### src/rtl/mult_div_unit.sv
// Iterative radix-2 multiply/divide unit holding MIPS HI/LO; one step per cycle,
// fixed WIDTH+1 cycle latency for every operation, with MTHI/MTLO write ports.
module mult_div_unit #(
    parameter int WIDTH = 32
) (
    input  logic             clk,
    input  logic             rst_n,
    input  logic             start,
    input  logic [1:0]       op,
    input  logic [WIDTH-1:0] a,
    input  logic [WIDTH-1:0] b,
    input  logic             flush,
    input  logic             hi_we,
    input  logic             lo_we,
    input  logic [WIDTH-1:0] wdata,
    output logic             busy,
    output logic             done,
    output logic             div_by_zero,
    output logic [WIDTH-1:0] hi,
    output logic [WIDTH-1:0] lo
);

    localparam int CW = $clog2(WIDTH + 1);

    typedef enum logic [1:0] {IDLE, CALC, FIX} state_t;

    state_t             state_q, state_d;
    logic [CW-1:0]      cnt_q, cnt_d;
    logic               busy_q, busy_d;
    logic               done_q, done_d;
    logic               dz_out_q, dz_out_d;
    logic [WIDTH-1:0]   hi_q, hi_d;
    logic [WIDTH-1:0]   lo_q, lo_d;

    logic [2*WIDTH-1:0] acc_q, acc_d;
    logic [WIDTH-1:0]   opb_q, opb_d;
    logic               is_div_q, is_div_d;
    logic               dz_q, dz_d;
    logic               neg_res_q, neg_res_d;
    logic               neg_rem_q, neg_rem_d;

    logic               sgn_op;
    logic [WIDTH-1:0]   a_mag, b_mag;

    function automatic logic [WIDTH-1:0] magnitude(input logic [WIDTH-1:0] v, input logic sgn);
        return (sgn && v[WIDTH-1]) ? -v : v;
    endfunction

    // Shift-add: upper half accumulates the multiplicand, low half shifts out multiplier bits.
    function automatic logic [2*WIDTH-1:0] mul_step(input logic [2*WIDTH-1:0] acc,
                                                    input logic [WIDTH-1:0]   m);
        logic [WIDTH:0] sum;
        sum = {1'b0, acc[2*WIDTH-1:WIDTH]} + (acc[0] ? {1'b0, m} : {(WIDTH+1){1'b0}});
        return {sum, acc[WIDTH-1:1]};
    endfunction

    // Restoring divide: partial remainder in upper half, dividend/quotient in lower half.
    // The trial difference needs two guard bits since the shifted remainder can exceed 2^WIDTH.
    function automatic logic [2*WIDTH-1:0] div_step(input logic [2*WIDTH-1:0] acc,
                                                    input logic [WIDTH-1:0]   d);
        logic [WIDTH:0]   shifted;
        logic [WIDTH+1:0] trial;
        shifted = {acc[2*WIDTH-1:WIDTH], acc[WIDTH-1]};
        trial   = {1'b0, shifted} - {2'b00, d};
        if (!trial[WIDTH+1])
            return {trial[WIDTH-1:0], acc[WIDTH-2:0], 1'b1};
        return {shifted[WIDTH-1:0], acc[WIDTH-2:0], 1'b0};
    endfunction

    assign sgn_op = op[0];
    assign a_mag  = magnitude(a, sgn_op);
    assign b_mag  = magnitude(b, sgn_op);

    always_ff @(posedge clk or negedge rst_n) begin
        if (!rst_n) state_q <= IDLE;
        else        state_q <= state_d;
    end

    always_comb begin
        state_d = state_q;
        case (state_q)
            IDLE:    if (start) state_d = CALC;
            CALC:    if (flush) state_d = IDLE;
                     else if (cnt_q == CW'(1)) state_d = FIX;
            FIX:     state_d = IDLE;
            default: state_d = IDLE;
        endcase
    end

    always_comb begin
        cnt_d     = cnt_q;
        busy_d    = busy_q;
        done_d    = 1'b0;
        dz_out_d  = 1'b0;
        hi_d      = hi_q;
        lo_d      = lo_q;
        acc_d     = acc_q;
        opb_d     = opb_q;
        is_div_d  = is_div_q;
        dz_d      = dz_q;
        neg_res_d = neg_res_q;
        neg_rem_d = neg_rem_q;
        case (state_q)
            IDLE: begin
                if (hi_we) hi_d = wdata;
                if (lo_we) lo_d = wdata;
                if (start) begin
                    busy_d    = 1'b1;
                    cnt_d     = CW'(WIDTH);
                    acc_d     = {{WIDTH{1'b0}}, a_mag};
                    opb_d     = b_mag;
                    is_div_d  = op[1];
                    dz_d      = op[1] && (b == '0);
                    neg_res_d = sgn_op && (a[WIDTH-1] ^ b[WIDTH-1]);
                    neg_rem_d = sgn_op && a[WIDTH-1];
                end
            end
            CALC: begin
                if (flush) begin
                    busy_d = 1'b0;
                    cnt_d  = '0;
                end else begin
                    acc_d = is_div_q ? div_step(acc_q, opb_q) : mul_step(acc_q, opb_q);
                    cnt_d = cnt_q - CW'(1);
                end
            end
            FIX: begin
                busy_d = 1'b0;
                if (!flush) begin
                    done_d   = 1'b1;
                    dz_out_d = dz_q;
                    if (!is_div_q) begin
                        {hi_d, lo_d} = neg_res_q ? -acc_q : acc_q;
                    end else begin
                        hi_d = neg_rem_q ? -acc_q[2*WIDTH-1:WIDTH] : acc_q[2*WIDTH-1:WIDTH];
                        lo_d = dz_q ? {WIDTH{1'b1}}
                                    : (neg_res_q ? -acc_q[WIDTH-1:0] : acc_q[WIDTH-1:0]);
                    end
                end
            end
            default: busy_d = 1'b0;
        endcase
    end

    always_ff @(posedge clk or negedge rst_n) begin
        if (!rst_n) begin
            cnt_q    <= '0;
            busy_q   <= 1'b0;
            done_q   <= 1'b0;
            dz_out_q <= 1'b0;
            hi_q     <= '0;
            lo_q     <= '0;
        end else begin
            cnt_q    <= cnt_d;
            busy_q   <= busy_d;
            done_q   <= done_d;
            dz_out_q <= dz_out_d;
            hi_q     <= hi_d;
            lo_q     <= lo_d;
        end
    end

    // Operand and accumulator state is always loaded before use, so it carries no reset.
    always_ff @(posedge clk) begin
        acc_q     <= acc_d;
        opb_q     <= opb_d;
        is_div_q  <= is_div_d;
        dz_q      <= dz_d;
        neg_res_q <= neg_res_d;
        neg_rem_q <= neg_rem_d;
    end

    assign busy        = busy_q;
    assign done        = done_q;
    assign div_by_zero = dz_out_q;
    assign hi          = hi_q;
    assign lo          = lo_q;

endmodule

### config.mk
export PLATFORM = sky130hd
export DESIGN_NAME = mult_div_unit
export DESIGN_NICKNAME = d
export VERILOG_FILES = /design/src/rtl/mult_div_unit.sv
export SDC_FILE = /design/constraint.sdc
export NUM_CORES = 1
export LEC_CHECK = 0
export CELL_PAD_IN_SITES_DETAIL_PLACEMENT = 0
export CELL_PAD_IN_SITES_GLOBAL_PLACEMENT = 1
export CORE_MARGIN = 2
export CORE_UTILIZATION = 48
export CTS_BUF_LIST = sky130_fd_sc_hd__clkbuf_8
export CTS_CLUSTER_SIZE = 30
export DETAILED_ROUTE_END_ITERATION = 8
export GPL_TIMING_DRIVEN = 0
export MAX_ROUTING_LAYER = met4
export PLACE_DENSITY = 0.91
export SETUP_SLACK_MARGIN = 0.5
export SLEW_MARGIN = 20
export SYNTH_ARGS = -nofsm -noshare
export SYNTH_HDL_FRONTEND = slang
export SYNTH_SLANG_ARGS = --single-unit
### constraint.sdc
create_clock -name clk -period 9.2 [get_ports clk]
set_input_delay 0.92 -clock clk [delete_from_list [all_inputs] [get_ports clk]]
set_output_delay 0.92 -clock clk [all_outputs]
set_load 0.02 [all_outputs]
==> results of run 1 <==
flip-flops by register name (all words and copies together) (netlist names):
name and flops:
neg_rem_q 1, opb_q 32, cnt_q 6, dz_q 1, busy 1, hi 32
neg_res_q 1, div_by_zero 1, acc_q 64, state_q 2, is_div_q 1, lo 32
done 1
cell usage in the layout, fill, tap and decap left out, drive strengths merged, types with 38 or more instances in the layout:
master / instances
xnor2: 108
dfrtp: 75
inv: 81
o21ai: 133
clkbuf: 94
ha: 70
xor2: 60
a21oi: 150
mux2i: 40
nand2: 173
nor2: 163
edfxtp: 100
clkdlybuf4s50: 168
a21o: 38
kinds of logic after synthesis:
| family | Yosys count |
|---|---|
| xor+xnor | 168 |
| fa+ha+maj | 72 |
| mux | 42 |
| compound gates | 547 |
| simple gates | 534 |
| flops | 175 |
| buf+inv | 160 |
metrics by stage:
step | util (%) | setup WS, ns
6_report | 57.7 | 4.76
5_1_grt | 57.7 | 4.56
3_3_place_gp | 55.8 | 2.59
3_5_place_dp | 56.3 | 4.66
4_1_cts | 57.7 | 4.86
2_1_floorplan | - | 4.51
how the worst min path moves through the flow:
| stage | to | cells after the start |
|---|---|---|
| floorplan | cnt_q[5] | 1 |
| global placement | lo[6] | 2 |
| detailed placement | lo[9] | 2 |
| CTS | done | 1 |
| global route | hi[22] | 1 |
| finish | done | 1 |
worst max-delay path: stages (launching register included):
cell,delay [ns]
edfxtp_1,0.55
inv_1,0.35
buf_1,0.55
nor2_1,0.10
ha_1,0.29
clkbuf_1,0.21
nand2_1,0.20
o311ai_1,0.13
o41ai_1,0.66
o311ai_1,0.25
or3_1,0.40
a21o_1,0.18
a31oi_1,0.17
o32ai_1,0.12
routing by layer:
metal | wire, microns | part of all wire, % | vias up
met5 | 0 | 0 | -
met4 | 2090 | 4.4 | 0
met3 | 3390 | 7.1 | 102
met2 | 21500 | 45 | 606
met1 | 20700 | 43 | 6490
li1 | - | - | 6630
layout make-up:
| type | instances | share of cell area, % |
|---|---|---|
| buffer | 88 | 1.94 |
| tap | 390 | 2.87 |
| sequential | 175 | 28.7 |
| clock inverter | 15 | 0.972 |
| timing repair buffer | 174 | 10.7 |
| inverter | 72 | 1.59 |
| multi-input combinational | 1363 | 51.8 |
| clock buffer | 17 | 1.38 |
power by group through the flow:
| stage | Sequential, mW | Clock [mW] | Combinational [mW] |
|---|---|---|---|
| 2_1_floorplan | 1.44 | 0 | 1.68 |
| 3_3_place_gp | 1.44 | 0 | 2.58 |
| 3_5_place_dp | 1.43 | 0 | 2.63 |
| 4_1_cts | 1.41 | 0.565 | 2.64 |
| 5_1_grt | 1.45 | 0.592 | 2.92 |
| 6_report | 1.43 | 0.564 | 2.68 |
==> impl_results.md, run 1 <==
* Largest family of logic cells by synthesized area: compound AO/OA/AOI/OAI gates
* CTS root buf: clkbuf_8
* GRT met2 Usage at 50.0%
* RSZ-0062 raised after global routing: no
* Number of post-CTS setup repair buffers at 0
* Crit path kind: flop to flop
* Post-synthesis register bit count at 175
* Seq/Total Area, Yosys at 34.2%
* Layout Area Growth over Synthesis at 19.1%
* Number of synthesized flops with an enable pin at 100
* I/O pin cnt at 171
* Reg2reg start: acc_q[0]
* Worst hold path type: primary input to asynchronous set/reset pin
* CTS tree: yes
* P_sw at 2.25 mW
* Placed Cells at 2262
* Die X-Extent at 176 microns
* Crit path from: acc_q[0]
* Max Cap Viol at 0
* Synth Instances at 1698
* Fillers at 2745
* Grt ovf at 0
* Crit. End Element: flop
* Fin crit period at 4.44 ns
* DRT antenna net count at 0
* Synth area leader: edfxtp_1
* H-tree depth at 4
* Synth Area in Adders at 6.42%
* Least-Margin Pin Slew at 1.17 ns
* Reg clk slew, reported paths at 0.11 ns
* Max VDD drop at 0.122 mV
* Final wirelength at 47700 microns
* Worst setup SP type: flop
* Synthesized area at 14300 sq um
* Core Footprint at 29500 sq um
* Initial Util at 48.4%
* Worst Path Required at 9.42 ns
* Post-synthesis xor/xnor area fraction at 10.3%
* Internal at 2.42 mW
* Total negative slack at 0 ns
* Sw frac at 48.1%
* Worst reg2reg path depth at 13
* All-Layer GR Usage at 31.4%
* Clock network power share at 12.1%
* Routed len/inst at 20.8 microns
* Power per Cell Area at 275 nW/um^2
* Yosys warns at 0
* TritonRoute pass-1 iters at 5
* Max Clk Rate at 225 MHz
* Leak at 6.72 nW
* Hold Vio Cnt, Final at 0
* Most frequent cells after synthesis: 173 x nand2_1, 163 x nor2_1, 150 x a21oi_1, 108 x xnor2_1, 100 x edfxtp_1
* Clock skew at 0.0145 ns
* Total CTS buffers at 17
* Worst skew pair latency at 0.50 ns
* GRT busiest layer: met2
* Hold_buf cts at 0
* Area of the multi-input gates at 8810 sq um
* Grt met1 use at 40.6%
* Syn nets at 1874
* Proportion of layout cells with a drive suffix above 1 at 2.89%
* Flop2flop setup slack at 4.76 ns
* Syn_area_per_cell at 8.41 sq um
* CP Max Fanout at 10
* Comb power frac at 57.4%
* Slew Limit Fails at 0
* DRC Markers at 0
* Sequential share of power at 30.6%
* Largest net degree at the start of global routing at 60
* 1st-iter DRT viols at 1371
* Share of the synthesized area in the top cell type at 21.0%
* Outcome: finished, final reports clean
* Via count at 13800
* Nets@finish at 2067
* Vias in the first global route at 13000
* Synth Flop Type: edfxtp_1
* Vias per cell at 6.03
* Max-Slew Margin vs Limit at 21.7%
* CP arrival at 4.66 ns
* Compound-Gate Fraction of Synth Area at 24.4%
* Reg area at 4880 sq um
* Mux cell area share after synthesis at 2.96%
* Placed cell areas at 16600 sq um
* Die area at 31100 sq um
* Pwr Total at 4.67 mW
* Final Cell Area at 17000 sq um
* Post-synthesis async set-or-reset flop share at 42.9%
* Port bufs at 169
* Synth cell types at 77
* Post-Synth Simple-Gate Area at 17.5%
* CP endpoint: acc_q[62]
* Post-route non-filler standard cell count at 2294
* Rows at 63
* Initial antenna violation count at 0
* Met3 usage in global routing at 3.79%
* Post-cts sizing count at 0
* Worst hold slack at 0.272 ns
* Count leader, synth: nand2_1
* Final Cycle Share at 48.3%
* CTS Sinks at 175
* N_diodes at 0
* Global-route wire length before repair at 73100 microns
* FF-to-FF End: acc_q[62]
* Die H at 176 microns
* GPL Wtd Cong at 0.989
* Clk buf depth at 2
* Detail Placement HPWL at 39100 microns
* Dominant cells by area after synthesis: edfxtp_1 21%, dfrtp_1 13%, xnor2_1 6.6%
* Setup-failing EPs final at 0
Power figures use the tool's default switching activity.
==> inputs of run 2 (changes only) <==
Settings changed: CORE_UTILIZATION 48 to 40, PLACE_DENSITY 0.91 to 0.82.
Clock period 9.2 ns to 3.9 ns, I/O delays scaled along.
==> run 2 against run 1 <==
- critical path depth down 1
- cell count is 4.5% higher
- global-route usage down 4.0 points
- worst hold slack improved by 0.14 ns
- wire length up 4.1%
- non-clock buffer count grew 32
- critical path type unchanged
- highest routed layer unchanged
==> impl_results.md, run 2 (synthesized netlist as in run 1, its figures left out) <==
* Largest net degree at the start of global routing at 45 (was 60)
* Slew Limit Fails at 0 (unchanged)
* Detail Placement HPWL at 39900 microns (was 39100 microns)
* Max reg flops at 64 (unchanged)
* Fillers at 3413 (was 2745)
* Core Footprint at 35300 sq um (was 29500 sq um)
* H-tree depth at 4 (unchanged)
* Comb power frac at 59.4% (was 57.4%)
* Post-route non-filler standard cell count at 2397 (was 2294)
* Hold Vio Cnt, Final at 0 (unchanged)
* Worst Path Required at 4.14 ns (was 9.42 ns)
* Max Clk Rate at 302 MHz (was 225 MHz)
* Max VDD drop at 0.311 mV (was 0.122 mV)
* Die X-Extent at 193 microns (was 176 microns)
* Grt ovf at 0 (unchanged)
* Total CTS buffers at 17 (unchanged)
* Rows at 69 (was 63)
* N_diodes at 0 (unchanged)
* Register bank with the most flops: acc_q (unchanged)
* Clock skew at 0.0194 ns (was 0.0145 ns)
* Placed Cells at 2333 (was 2262)
* Reg2reg start: acc_q[0] (unchanged)
* Sequential share of power at 28.4% (was 30.6%)
* Commonest non-fill, non-tap cell in the layout: nand2_1 (unchanged)
* Via count at 13800 (about the same)
* Crit path from: acc_q[0] (unchanged)
* Initial antenna violation count at 1 (was 0)
* Die area at 37200 sq um (was 31100 sq um)
* CTS root buf: clkbuf_8 (unchanged)
* DRC Markers at 0 (unchanged)
* Internal at 6.03 mW (was 2.42 mW)
* Proportion of layout cells with a drive suffix above 1 at 6.71% (was 2.89%)
* Die H at 193 microns (was 176 microns)
* GPL Wtd Cong at 0.968 (was 0.989)
* Routed len/inst at 20.7 microns (was 20.8 microns)
* Worst setup SP type: flop (unchanged)
* Reg clk slew, reported paths at 0.10 ns (was 0.11 ns)
* Sw frac at 47.6% (was 48.1%)
* Power per Cell Area at 656 nW/um^2 (was 275 nW/um^2)
* Crit path kind: flop to flop (unchanged)
* Initial Util at 40.4% (was 48.4%)
* DRT antenna net count at 0 (unchanged)
* Final wirelength at 49600 microns (was 47700 microns)
* Layout Area Growth over Synthesis at 23.1% (was 19.1%)
* Clk buf depth at 2 (unchanged)
* CP arrival at 3.55 ns (was 4.66 ns)
* RSZ-0062 raised after global routing: yes (was no)
* All-Layer GR Usage at 27.4% (was 31.4%)
* I/O pin cnt at 171 (unchanged)
* Clock network power share at 12.2% (was 12.1%)
* Nets@finish at 2099 (was 2067)
* Worst hold path type: primary input to asynchronous set/reset pin (unchanged)
* 1st-iter DRT viols at 1246 (was 1371)
* Final Cell Area at 17600 sq um (was 17000 sq um)
* Global-route wire length before repair at 75200 microns (was 73100 microns)
* CTS tree: yes (unchanged)
* CP Max Fanout at 4 (was 10)
* Worst skew pair latency at 0.49 ns (was 0.50 ns)
* Port bufs at 169 (unchanged)
* Least-Margin Pin Slew at 0.878 ns (was 1.17 ns)
* Vias in the first global route at 13200 (was 13000)
* Final Cycle Share at 84.9% (was 48.3%)
* TritonRoute pass-1 iters at 6 (was 5)
* Max Cap Viol at 0 (unchanged)
* Placed cell areas at 16700 sq um (was 16600 sq um)
* Worst hold slack at 0.414 ns (was 0.272 ns)
* Outcome: finished, final reports clean (unchanged)
* CTS Sinks at 175 (unchanged)
* Crit. End Element: flop (unchanged)
* Setup-failing EPs final at 0 (unchanged)
* P_sw at 5.49 mW (was 2.25 mW)
* Fin crit period at 3.31 ns (was 4.44 ns)
* Vias per cell at 5.76 (was 6.03)
* Max-Slew Margin vs Limit at 41.5% (was 21.7%)
* Leak at 6.97 nW (was 6.72 nW)
* Commonest non-fill, non-tap cells in the layout: 170 x nand2_1, 168 x clkdlybuf4s50_1, 160 x nor2_1 (was 173 x nand2_1, 168 x clkdlybuf4s50_1, 162 x nor2_1)
run 2: timing repair:
| action | 4_1_cts | 5_1_grt |
|---|---|---|
| hold endpoints to repair | 43 | 0 |
| pin swaps | 3 | 9 |
| buffers inserted | 20 | 11 |
| resized for setup | 32 | 35 |
| hold buffers | 1 | 0 |
| endpoints found under the setup margin | 51 | 32 |
run 2: through the flow:
stage / setup TNS (ns) / power (mW) / worst slack [ns] / utilization [%]
after floorplan: 0 / 7.35 / 0.657 / -
after global placement: -45.46 / 9.52 / -0.552 / 46.9
after detailed placement: -4.24 / 9.64 / -0.438 / 47.2
after CTS: 0 / 11.2 / 0.409 / 49.1
after global routing: 0 / 12.3 / 0.463 / 49.8
final: 0 / 11.5 / 0.590 / 49.8
run 2: layout make-up:
class | count | area [sq um] | area share (%)
Buffer | 88 | 365 | 2.08
Tap cell | 461 | 577 | 3.28
Multi-Input combinational cell | 1363 | 8990 | 51.2
Clock inverter | 15 | 181 | 1.03
Inverter | 72 | 273 | 1.55
Clock buffer | 17 | 234 | 1.33
Timing Repair Buffer | 206 | 2070 | 11.8
Sequential cell | 175 | 4880 | 27.8
run 2: per-layer routing:
layer / global-route usage [%] / up-vias / share of wire, %
met3: 3.47 / 80 / 7.3
met1: 36.1 / 6513 / 44
met2: 43.3 / 530 / 45
met4: 10.1 / 0 / 3.6
met5: - / - / 0
li1: - / 6682 / -
run 2: final timing paths:
kind	cells past startpoint	to	slack [ns]
setup / recovery	12	acc_q[57]	0.59
hold reg to reg	2	lo[6]	0.50
max in group asynchronous	3	hi[31]	2.91
hold / removal	2	lo[13]	0.41
min in group clk	2	state_q[1]	0.42
setup reg to reg	12	acc_q[57]	0.59
run 2: power groups by stage:
stage / logic, mW / clock network, mW / registers (mW)
floorplan: 3.96 / 0 / 3.40
global placement: 6.12 / 0 / 3.41
detailed placement: 6.24 / 0 / 3.40
CTS: 6.55 / 1.42 / 3.26
global route: 7.45 / 1.48 / 3.33
finish: 6.84 / 1.41 / 3.27
run 2: worst max-delay path: stages, from the launching register on:
cell and delay, ns:
edfxtp_1 0.44, buf_4 0.19, and2_1 0.14, ha_2 0.20
fa_2 0.43, a211oi_2 0.25, o211ai_1 0.14, nand2_2 0.17
o211ai_1 0.16, and4_4 0.24, o21a_1 0.22, o41a_1 0.32
and3_1 0.19
